## config.mk

```make
export PLATFORM = sky130hd
export DESIGN_NAME = vector_line_renderer_flat
export DESIGN_NICKNAME = d
export VERILOG_FILES = /design/src/rtl/draw_pkg.sv /design/src/rtl/vector_line_renderer_if.sv /design/src/rtl/line_stepper.sv /design/src/rtl/vector_line_renderer.sv /design/src/flat_wrapper.sv
export SDC_FILE = /design/constraint.sdc
export NUM_CORES = 1
export LEC_CHECK = 0
export ABC_CLOCK_PERIOD_IN_PS = 9200
export CORE_MARGIN = 4
export CORE_UTILIZATION = 60
export CTS_CLUSTER_DIAMETER = 40
export DETAILED_ROUTE_END_ITERATION = 6
export PLACE_DENSITY = 0.81
export REMOVE_ABC_BUFFERS = 1
export SKIP_CTS_REPAIR_TIMING = 1
export SYNTH_ARGS = -nofsm -noshare
export SYNTH_HDL_FRONTEND = slang
export SYNTH_SLANG_ARGS = --single-unit
```

## constraint.sdc

```tcl
create_clock -name clk -period 9.2 [get_ports clk]
set_clock_uncertainty 0.15 [all_clocks]
set_input_delay 1.84 -clock clk [delete_from_list [all_inputs] [get_ports clk]]
set_output_delay 1.84 -clock clk [all_outputs]
set_load 0.05 [all_outputs]
```

## src/rtl/draw_pkg.sv

```systemverilog
// draw_pkg: shared types, field-word layout, FSM states and Q16.16 helpers
package draw_pkg;
    typedef logic signed [31:0] q16_t;
    typedef logic signed [15:0] coord_t;
    typedef logic signed [17:0] delta_t;
    localparam int XN_MSB = 95;
    localparam int XN_LSB = 64;
    localparam int YN_MSB = 63;
    localparam int YN_LSB = 32;
    localparam int MAG_MSB = 31;
    localparam int MAG_LSB = 0;
    localparam q16_t Q_ONE = 32'sh0001_0000;
    typedef enum logic [2:0] {IDLE, CLEAR, FETCH, WAIT, SETUP, DRAW, NEXT, DONE} state_t;
    function automatic q16_t clamp_unit(q16_t v);
        return v > Q_ONE ? Q_ONE : v < -Q_ONE ? -Q_ONE : v;
    endfunction
    function automatic delta_t widen(coord_t v);
        return delta_t'(v);
    endfunction
endpackage

```

## src/rtl/vector_line_renderer_if.sv

```systemverilog
// vector_line_renderer_if: frame control, field-memory read port and framebuffer write port
interface vector_line_renderer_if #(
    parameter int FIELD_ADDRW = 6,
    parameter int DRAW_ADDRW = 17,
    parameter int DRAW_DATAW = 4
);
    logic start, busy, done, draw_we;
    logic [FIELD_ADDRW-1:0] field_addr;
    logic [95:0] field_data;
    logic [DRAW_ADDRW-1:0] draw_addr;
    logic [DRAW_DATAW-1:0] draw_data;
    modport master (output start, field_data, input busy, done, field_addr, draw_addr, draw_data, draw_we);
    modport slave (input start, field_data, output busy, done, field_addr, draw_addr, draw_data, draw_we);
endinterface

```

## src/rtl/line_stepper.sv

```systemverilog
// line_stepper: Bresenham walker emitting one pixel per step from start to end point inclusive
module line_stepper
    import draw_pkg::*;
(
    input  logic   clk,
    input  logic   rst_n,
    input  logic   load_i,
    input  logic   step_i,
    input  coord_t x0_i,
    input  coord_t y0_i,
    input  coord_t x1_i,
    input  coord_t y1_i,
    output coord_t x_o,
    output coord_t y_o,
    output logic   last_o
);
    coord_t x_q, y_q, x1_q, y1_q, sx_q, sy_q;
    delta_t dx_q, dy_q, err_q, ddx, ddy, adx, ndy, e2;
    logic mx, my;
    always_comb begin
        ddx = widen(x1_i) - widen(x0_i);
        ddy = widen(y1_i) - widen(y0_i);
        adx = ddx[17] ? -ddx : ddx;
        ndy = ddy[17] ? ddy : -ddy;
        e2 = err_q <<< 1;
        mx = e2 >= dy_q;
        my = e2 <= dx_q;
    end
    assign x_o = x_q;
    assign y_o = y_q;
    assign last_o = (x_q == x1_q) && (y_q == y1_q);
    always_ff @(posedge clk or negedge rst_n) begin
        if (!rst_n) begin
            {x_q, y_q, x1_q, y1_q, sx_q, sy_q} <= '0;
            {dx_q, dy_q, err_q} <= '0;
        end else if (load_i) begin
            x_q <= x0_i;
            y_q <= y0_i;
            x1_q <= x1_i;
            y1_q <= y1_i;
            dx_q <= adx;
            dy_q <= ndy;
            err_q <= adx + ndy;
            sx_q <= ddx[17] ? -16'sd1 : 16'sd1;
            sy_q <= ddy[17] ? -16'sd1 : 16'sd1;
        end else if (step_i && !last_o) begin
            x_q <= mx ? x_q + sx_q : x_q;
            y_q <= my ? y_q + sy_q : y_q;
            err_q <= err_q + (mx ? dy_q : '0) + (my ? dx_q : '0);
        end
    end
endmodule

```

## src/rtl/vector_line_renderer.sv

```systemverilog
// vector_line_renderer: renders one clamped, intensity-weighted vector per field cell into a framebuffer
module vector_line_renderer
    import draw_pkg::*;
#(
    parameter int DRAW_WIDTH   = 320,
    parameter int DRAW_HEIGHT  = 240,
    parameter int FIELD_WIDTH  = 10,
    parameter int FIELD_HEIGHT = 6,
    parameter int DRAW_DATAW   = 4,
    parameter int FIELD_RD_LAT = 1,
    parameter int CLEAR_EN     = 1
) (
    input logic clk,
    input logic rst_n,
    vector_line_renderer_if.slave bus
);
    localparam int FIELD_SCALE = DRAW_WIDTH / FIELD_WIDTH;
    localparam int FIELD_ADDRW = $clog2(FIELD_WIDTH * FIELD_HEIGHT);
    localparam int DRAW_ADDRW = $clog2(DRAW_WIDTH * DRAW_HEIGHT);
    localparam int HALF = FIELD_SCALE / 2;
    localparam logic [DRAW_ADDRW-1:0] CLR_END = DRAW_ADDRW'(DRAW_WIDTH * DRAW_HEIGHT - 1);
    localparam logic [FIELD_ADDRW-1:0] CELL_END = FIELD_ADDRW'(FIELD_WIDTH * FIELD_HEIGHT - 1);
    localparam logic [2:0] LAT_END = 3'(FIELD_RD_LAT - 1);
    localparam coord_t COL_END = coord_t'(FIELD_WIDTH - 1);
    localparam coord_t X_LIM = coord_t'(DRAW_WIDTH);
    localparam coord_t Y_LIM = coord_t'(DRAW_HEIGHT);
    localparam logic [15:0] I_MAX = 16'(2 ** DRAW_DATAW - 1);
    localparam logic signed [47:0] HALF_W = 48'(HALF);

    state_t state_q, state_d;
    logic [DRAW_ADDRW-1:0] clr_q, clr_d, addr_q, addr_d;
    logic [FIELD_ADDRW-1:0] cell_q, cell_d;
    logic [2:0] lat_q, lat_d;
    logic [DRAW_DATAW-1:0] inten_q, inten_d, inten, data_q, data_d;
    logic [15:0] mag_q;
    q16_t xn_q, yn_q;
    coord_t col_q, col_d, row_q, row_d, cx, cy, ex, ey, px, py;
    logic signed [47:0] xw, yw, xs, ys;
    logic we_q, we_d, cap, load, step, last, inb;

    line_stepper u_step (
        .clk(clk), .rst_n(rst_n), .load_i(load), .step_i(step),
        .x0_i(cx), .y0_i(cy), .x1_i(ex), .y1_i(ey),
        .x_o(px), .y_o(py), .last_o(last)
    );

    // Endpoint offset is the clamped unit vector scaled to half a cell, rounded to nearest
    always_comb begin
        xw = clamp_unit(xn_q);
        yw = clamp_unit(yn_q);
        xs = xw * HALF_W + 48'sh8000;
        ys = yw * HALF_W + 48'sh8000;
        cx = coord_t'(int'(col_q) * FIELD_SCALE + HALF);
        cy = coord_t'(int'(row_q) * FIELD_SCALE + HALF);
        ex = cx + coord_t'(xs >>> 16);
        ey = cy + coord_t'(ys >>> 16);
        inten = mag_q[15] ? '0 : mag_q > I_MAX ? '1 : mag_q[DRAW_DATAW-1:0];
        inb = !px[15] && !py[15] && px < X_LIM && py < Y_LIM;
    end

    always_comb begin
        state_d = state_q;
        clr_d = clr_q;
        cell_d = cell_q;
        col_d = col_q;
        row_d = row_q;
        lat_d = lat_q;
        inten_d = inten_q;
        we_d = 1'b0;
        addr_d = '0;
        data_d = '0;
        cap = 1'b0;
        load = 1'b0;
        step = 1'b0;
        case (state_q)
            IDLE: if (bus.start) begin
                {cell_d, col_d, row_d, clr_d} = '0;
                state_d = CLEAR_EN != 0 ? CLEAR : FETCH;
            end
            CLEAR: begin
                we_d = 1'b1;
                addr_d = clr_q;
                clr_d = clr_q + DRAW_ADDRW'(1);
                state_d = clr_q == CLR_END ? FETCH : CLEAR;
            end
            FETCH: begin
                lat_d = '0;
                state_d = WAIT;
            end
            WAIT: begin
                lat_d = lat_q + 3'd1;
                cap = lat_q == LAT_END;
                state_d = cap ? SETUP : WAIT;
            end
            SETUP: begin
                load = 1'b1;
                inten_d = inten;
                state_d = inten == '0 ? NEXT : DRAW;
            end
            DRAW: begin
                step = 1'b1;
                we_d = inb;
                addr_d = DRAW_ADDRW'(int'(py) * DRAW_WIDTH + int'(px));
                data_d = inten_q;
                state_d = last ? NEXT : DRAW;
            end
            NEXT: begin
                state_d = cell_q == CELL_END ? DONE : FETCH;
                cell_d = cell_q == CELL_END ? cell_q : cell_q + FIELD_ADDRW'(1);
                col_d = cell_q == CELL_END ? col_q : col_q == COL_END ? '0 : col_q + 16'sd1;
                row_d = cell_q != CELL_END && col_q == COL_END ? row_q + 16'sd1 : row_q;
            end
            default: state_d = IDLE;
        endcase
    end

    always_ff @(posedge clk or negedge rst_n) begin
        if (!rst_n) begin
            state_q <= IDLE;
            {clr_q, addr_q, cell_q, lat_q, inten_q, data_q, mag_q, we_q} <= '0;
            {xn_q, yn_q, col_q, row_q} <= '0;
        end else begin
            state_q <= state_d;
            clr_q <= clr_d;
            addr_q <= addr_d;
            cell_q <= cell_d;
            col_q <= col_d;
            row_q <= row_d;
            lat_q <= lat_d;
            inten_q <= inten_d;
            data_q <= data_d;
            we_q <= we_d;
            if (cap) begin
                xn_q <= bus.field_data[XN_MSB:XN_LSB];
                yn_q <= bus.field_data[YN_MSB:YN_LSB];
                mag_q <= bus.field_data[MAG_MSB:MAG_LSB+16];
            end
        end
    end

    assign bus.busy = state_q != IDLE;
    assign bus.done = state_q == DONE;
    assign bus.field_addr = cell_q;
    assign bus.draw_addr = addr_q;
    assign bus.draw_data = data_q;
    assign bus.draw_we = we_q;
endmodule

```

## src/flat_wrapper.sv

```systemverilog
// flat-port wrapper written by rule: the top's interface ports become plain ports
module vector_line_renderer_flat import draw_pkg::*;
#(
    parameter int DRAW_WIDTH   = 320,
    parameter int DRAW_HEIGHT  = 240,
    parameter int FIELD_WIDTH  = 10,
    parameter int FIELD_HEIGHT = 6,
    parameter int DRAW_DATAW   = 4,
    parameter int FIELD_RD_LAT = 1,
    parameter int CLEAR_EN     = 1
)
  (clk, rst_n, bus_start, bus_field_data, bus_busy, bus_done, bus_field_addr, bus_draw_addr, bus_draw_data, bus_draw_we);
  vector_line_renderer_if #(.FIELD_ADDRW(6), .DRAW_ADDRW(17), .DRAW_DATAW(DRAW_DATAW)) bus_i ();
  input logic clk;
  input logic rst_n;
  input wire logic [$bits(bus_i.start)-1:0] bus_start;
  input wire logic [$bits(bus_i.field_data)-1:0] bus_field_data;
  output wire logic [$bits(bus_i.busy)-1:0] bus_busy;
  output wire logic [$bits(bus_i.done)-1:0] bus_done;
  output wire logic [$bits(bus_i.field_addr)-1:0] bus_field_addr;
  output wire logic [$bits(bus_i.draw_addr)-1:0] bus_draw_addr;
  output wire logic [$bits(bus_i.draw_data)-1:0] bus_draw_data;
  output wire logic [$bits(bus_i.draw_we)-1:0] bus_draw_we;
  assign bus_i.start = bus_start;
  assign bus_i.field_data = bus_field_data;
  assign bus_busy = bus_i.busy;
  assign bus_done = bus_i.done;
  assign bus_field_addr = bus_i.field_addr;
  assign bus_draw_addr = bus_i.draw_addr;
  assign bus_draw_data = bus_i.draw_data;
  assign bus_draw_we = bus_i.draw_we;
  vector_line_renderer #(.DRAW_WIDTH(DRAW_WIDTH), .DRAW_HEIGHT(DRAW_HEIGHT), .FIELD_WIDTH(FIELD_WIDTH), .FIELD_HEIGHT(FIELD_HEIGHT), .DRAW_DATAW(DRAW_DATAW), .FIELD_RD_LAT(FIELD_RD_LAT), .CLEAR_EN(CLEAR_EN)) u_core (.clk(clk), .rst_n(rst_n), .bus(bus_i));
endmodule
```

==> run metrics <==
status=finished, final reports clean; final RePlAce weighted congestion=0.961; DRT Wirelength=51.5 mm; Area growth, synth to finish=16.0%; slew at the pin closest to its max-slew limit=1.03 ns; Max-slew headroom=31.4%; register bit count reported by yosys=280; top library cells by usage in the layout, fill and taps aside=280 x sky130_fd_sc_hd__dfrtp_1, 211 x sky130_fd_sc_hd__nand2_1, 174 x sky130_fd_sc_hd__ha_1, 150 x sky130_fd_sc_hd__nor2_1, 145 x sky130_fd_sc_hd__o21ai_0; Die ar.=0.0356 mm²; Post-Syn Area per Cell=9.22 µm²; worst reg-to-reg setup slack=0.52 ns; overall via count from detail_route=16.5k; most numerous cell on the critical path=sky130_fd_sc_hd__a21oi_1; category of the worst setup path launch point=flop; Post-route DRC=0; Hold Crit Start=u_core.inten_q[3]$_DFFE_PN0P_; I/O Buffers=112; count of non-filler cells in the finished layout=2704; Distinct cells, synth=80; count of synthesis-stage warnings from yosys=0; area fraction of the dominant cell type after synthesis=35.8%; clock input transition at the sequential cells of the worst setup and hold paths=0.06 ns; Total Neg Setup Slack=0 ns; first-pass GRT wire length=84.1 mm; Largest delay share family, worst path=compound AO/OA/AOI/OAI gates; GR Overflow Total=0; initial core utilization=61.4%; Post-Place Cells=2625; count of clock tree sinks=280; proportion of layout cells with a drive suffix above 1=10.2%; final period demand of the worst path=8.68 ns; Crit path depth=40; cell types with the largest area share after synthesis=sky130_fd_sc_hd__dfrtp_1 36%, sky130_fd_sc_hd__ha_1 11%, sky130_fd_sc_hd__xnor2_1 6.2%, sky130_fd_sc_hd__mux2_2 5.1%, sky130_fd_sc_hd__nand2_1 4.0%; critical path type=reg2reg; portion of the clock cycle consumed by the worst path in the final layout=94.3%; worst r2r dst=u_core.u_step.err_q[15]$_DFFE_PN0P_; wire per inst=19.1 µm; Critical Path End=u_core.u_step.err_q[15]$_DFFE_PN0P_; achievable frequency=0.115 GHz; source of the critical timing path=u_core.yn_q[15]$_DFFE_PN0P_; worst reg2reg path depth=40; HPWL reported at the end of detailed placement=37.3 mm; layout net count=2534; final setup violation count=0; worst hold path class=reg2reg; leading cell type in the layout, fill and taps excluded=sky130_fd_sc_hd__dfrtp_1; TritonCTS clock tree=done; number of global-route vias before repair=16.7k; antenna violation net count after detailed routing=0; EDFF count, synth=0; Buf+Inv Stages, Crit Path=3; Critical Path Max Stage Delay=0.45 ns; Fin. Hold Viols=0; Row Count=65; DIE WIDTH=189 µm; number of vias per cell after detailed routing=6.12; proportion of synthesized flip-flops having asynchronous set or reset=100%; count of boundary I/O pins=129; crit path capture type=flop; source-to-sink clock delay at the later pin of the worst-skew pair=0.54 ns; top_reg_cell synth=sky130_fd_sc_hd__dfrtp_1; deepest clock path buffer count=3; initial antenna violation count=1; arrival time of data at the critical path endpoint=8.90 ns; count of maximum capacitance violations=0; count of final max-slew check failures=0; CTS Buf Count=41; maximum number of pins on one net before global-route repair=98; master of the slowest instance on the critical path=sky130_fd_sc_hd__dfrtp_1; y dimension of the die=189 µm; DRC violation total after the first TritonRoute iteration=1453; area leader, netlist=sky130_fd_sc_hd__dfrtp_1; cell count after synthesis=2124; Critical Path RT=9.42 ns; GR Util All Layers=28.6%; area of the core=0.0319 mm²; largest fanout of any net on the critical path=8; summed instance area of the synthesized netlist=0.0196 mm²; post-synthesis sequential area ratio=35.8%; startpoint of the worst register-to-register path=u_core.yn_q[15]$_DFFE_PN0P_; H-tree depth reported by CTS=2; drt pass-1 iters=6; Clock Tree Root=sky130_fd_sc_hd__clkbuf_16
## routing by layer
layer | routed length [µm] | vias up | GRT usage (%)
li1 | - | 7762 | -
met1 | 21200 | 8022 | 36.9
met2 | 24400 | 618 | 47.4
met3 | 4080 | 147 | 6.24
met4 | 1910 | 0 | 10.7
met5 | 0 | - | 0
## registers in the layout (all words and copies together), names as in the netlist, 2 cells and up
name and count:
u_core.u_step.x1_q 16, u_core.col_q 16, u_core.u_step.dx_q 17, u_core.bus.draw_addr 17
u_core.u_step.dy_q 17, u_core.u_step.err_q 17, u_core.inten_q 4, u_core.row_q 11
u_core.u_step.x_o 16, u_core.u_step.sx_q 2, u_core.u_step.y_o 16, u_core.lat_q 3
u_core.bus.draw_data 4, u_core.state_q 3, u_core.u_step.y1_q 16, u_core.xn_q 32
u_core.yn_q 32, u_core.clr_q 17, u_core.bus.field_addr 6, u_core.mag_q 16
## tightest hold or removal path, delay by kind of cell, from the launching register on
family | cells | cell delay, ns
DFF | 1 | 0.34
AOI/OAI and AO/OA | 1 | 0.05
and+or+nand+nor | 1 | 0.05
## per-stage QoR
stage / utilization (%) / setup slack (ns) / cell area (µm²) / hold slack [ns]
2_1_floorplan: - / 1.05 / 19300 / 0.291
3_3_place_gp: 66.5 / 0.451 / 21200 / 0.312
3_5_place_dp: 66.5 / 0.206 / 21200 / 0.316
4_1_cts: 71.0 / 0.0334 / 22600 / 0.329
5_1_grt: 71.3 / -0.0564 / 22700 / 0.365
6_report: 71.3 / 0.523 / 22700 / 0.333
## synth_stat cells (all sizes together), types with 9 or more instances
master  number
nor2       151
mux2        88
dfrtp      280
a22oi        9
a21o        34
or2          9
o211ai       9
o21ai      153
a21oi      125
xnor2      140
nand3       44
mux2i       12
o31ai       13
a31oi       18
o21bai      24
inv        144
o21a        10
and3        23
nand2      211
a22o        19
ha         175
a211oi      10
a21boi       9
a221oi      10
nor4        32
fa          24
xor2        59
nand4       36
nor2b       16
nor3        37
clkbuf      63
o221ai      10
and2        20
nand2b      20
## area by class of cell
class	count	area [µm²]
diodes	1	2.50
clock buffers	50	1150
clock inverters	25	278
fillers	2364	9160
inverters	144	541
multi-input cells	1630	11900
flip-flops and latches	280	7010
well taps	435	544
repair buffers	139	1330
## worst min path at each step
stage,endpoint,slack [ns],cells past startpoint
3_5_place_dp,u_core.inten_q[3]$_DFFE_PN0P_,0.32,2
4_1_cts,u_core.inten_q[3]$_DFFE_PN0P_,0.33,2
6_report,u_core.inten_q[3]$_DFFE_PN0P_,0.33,2
3_3_place_gp,u_core.inten_q[3]$_DFFE_PN0P_,0.31,2
5_1_grt,u_core.inten_q[3]$_DFFE_PN0P_,0.36,2
2_1_floorplan,u_core.inten_q[0]$_DFFE_PN0P_,0.29,2
## kinds of logic after synthesis
family	after synthesis	share of synthesized area, %
simple gates	628	15.4
buf+inv	214	4.11
compound gates	504	16.5
fa+ha+maj	199	13.6
mux	100	5.67
xor+xnor	199	8.94
flops	280	35.8
Power is not shown: default switching activity piles up to over one toggle a cycle in this logic, so the estimate is an artifact.
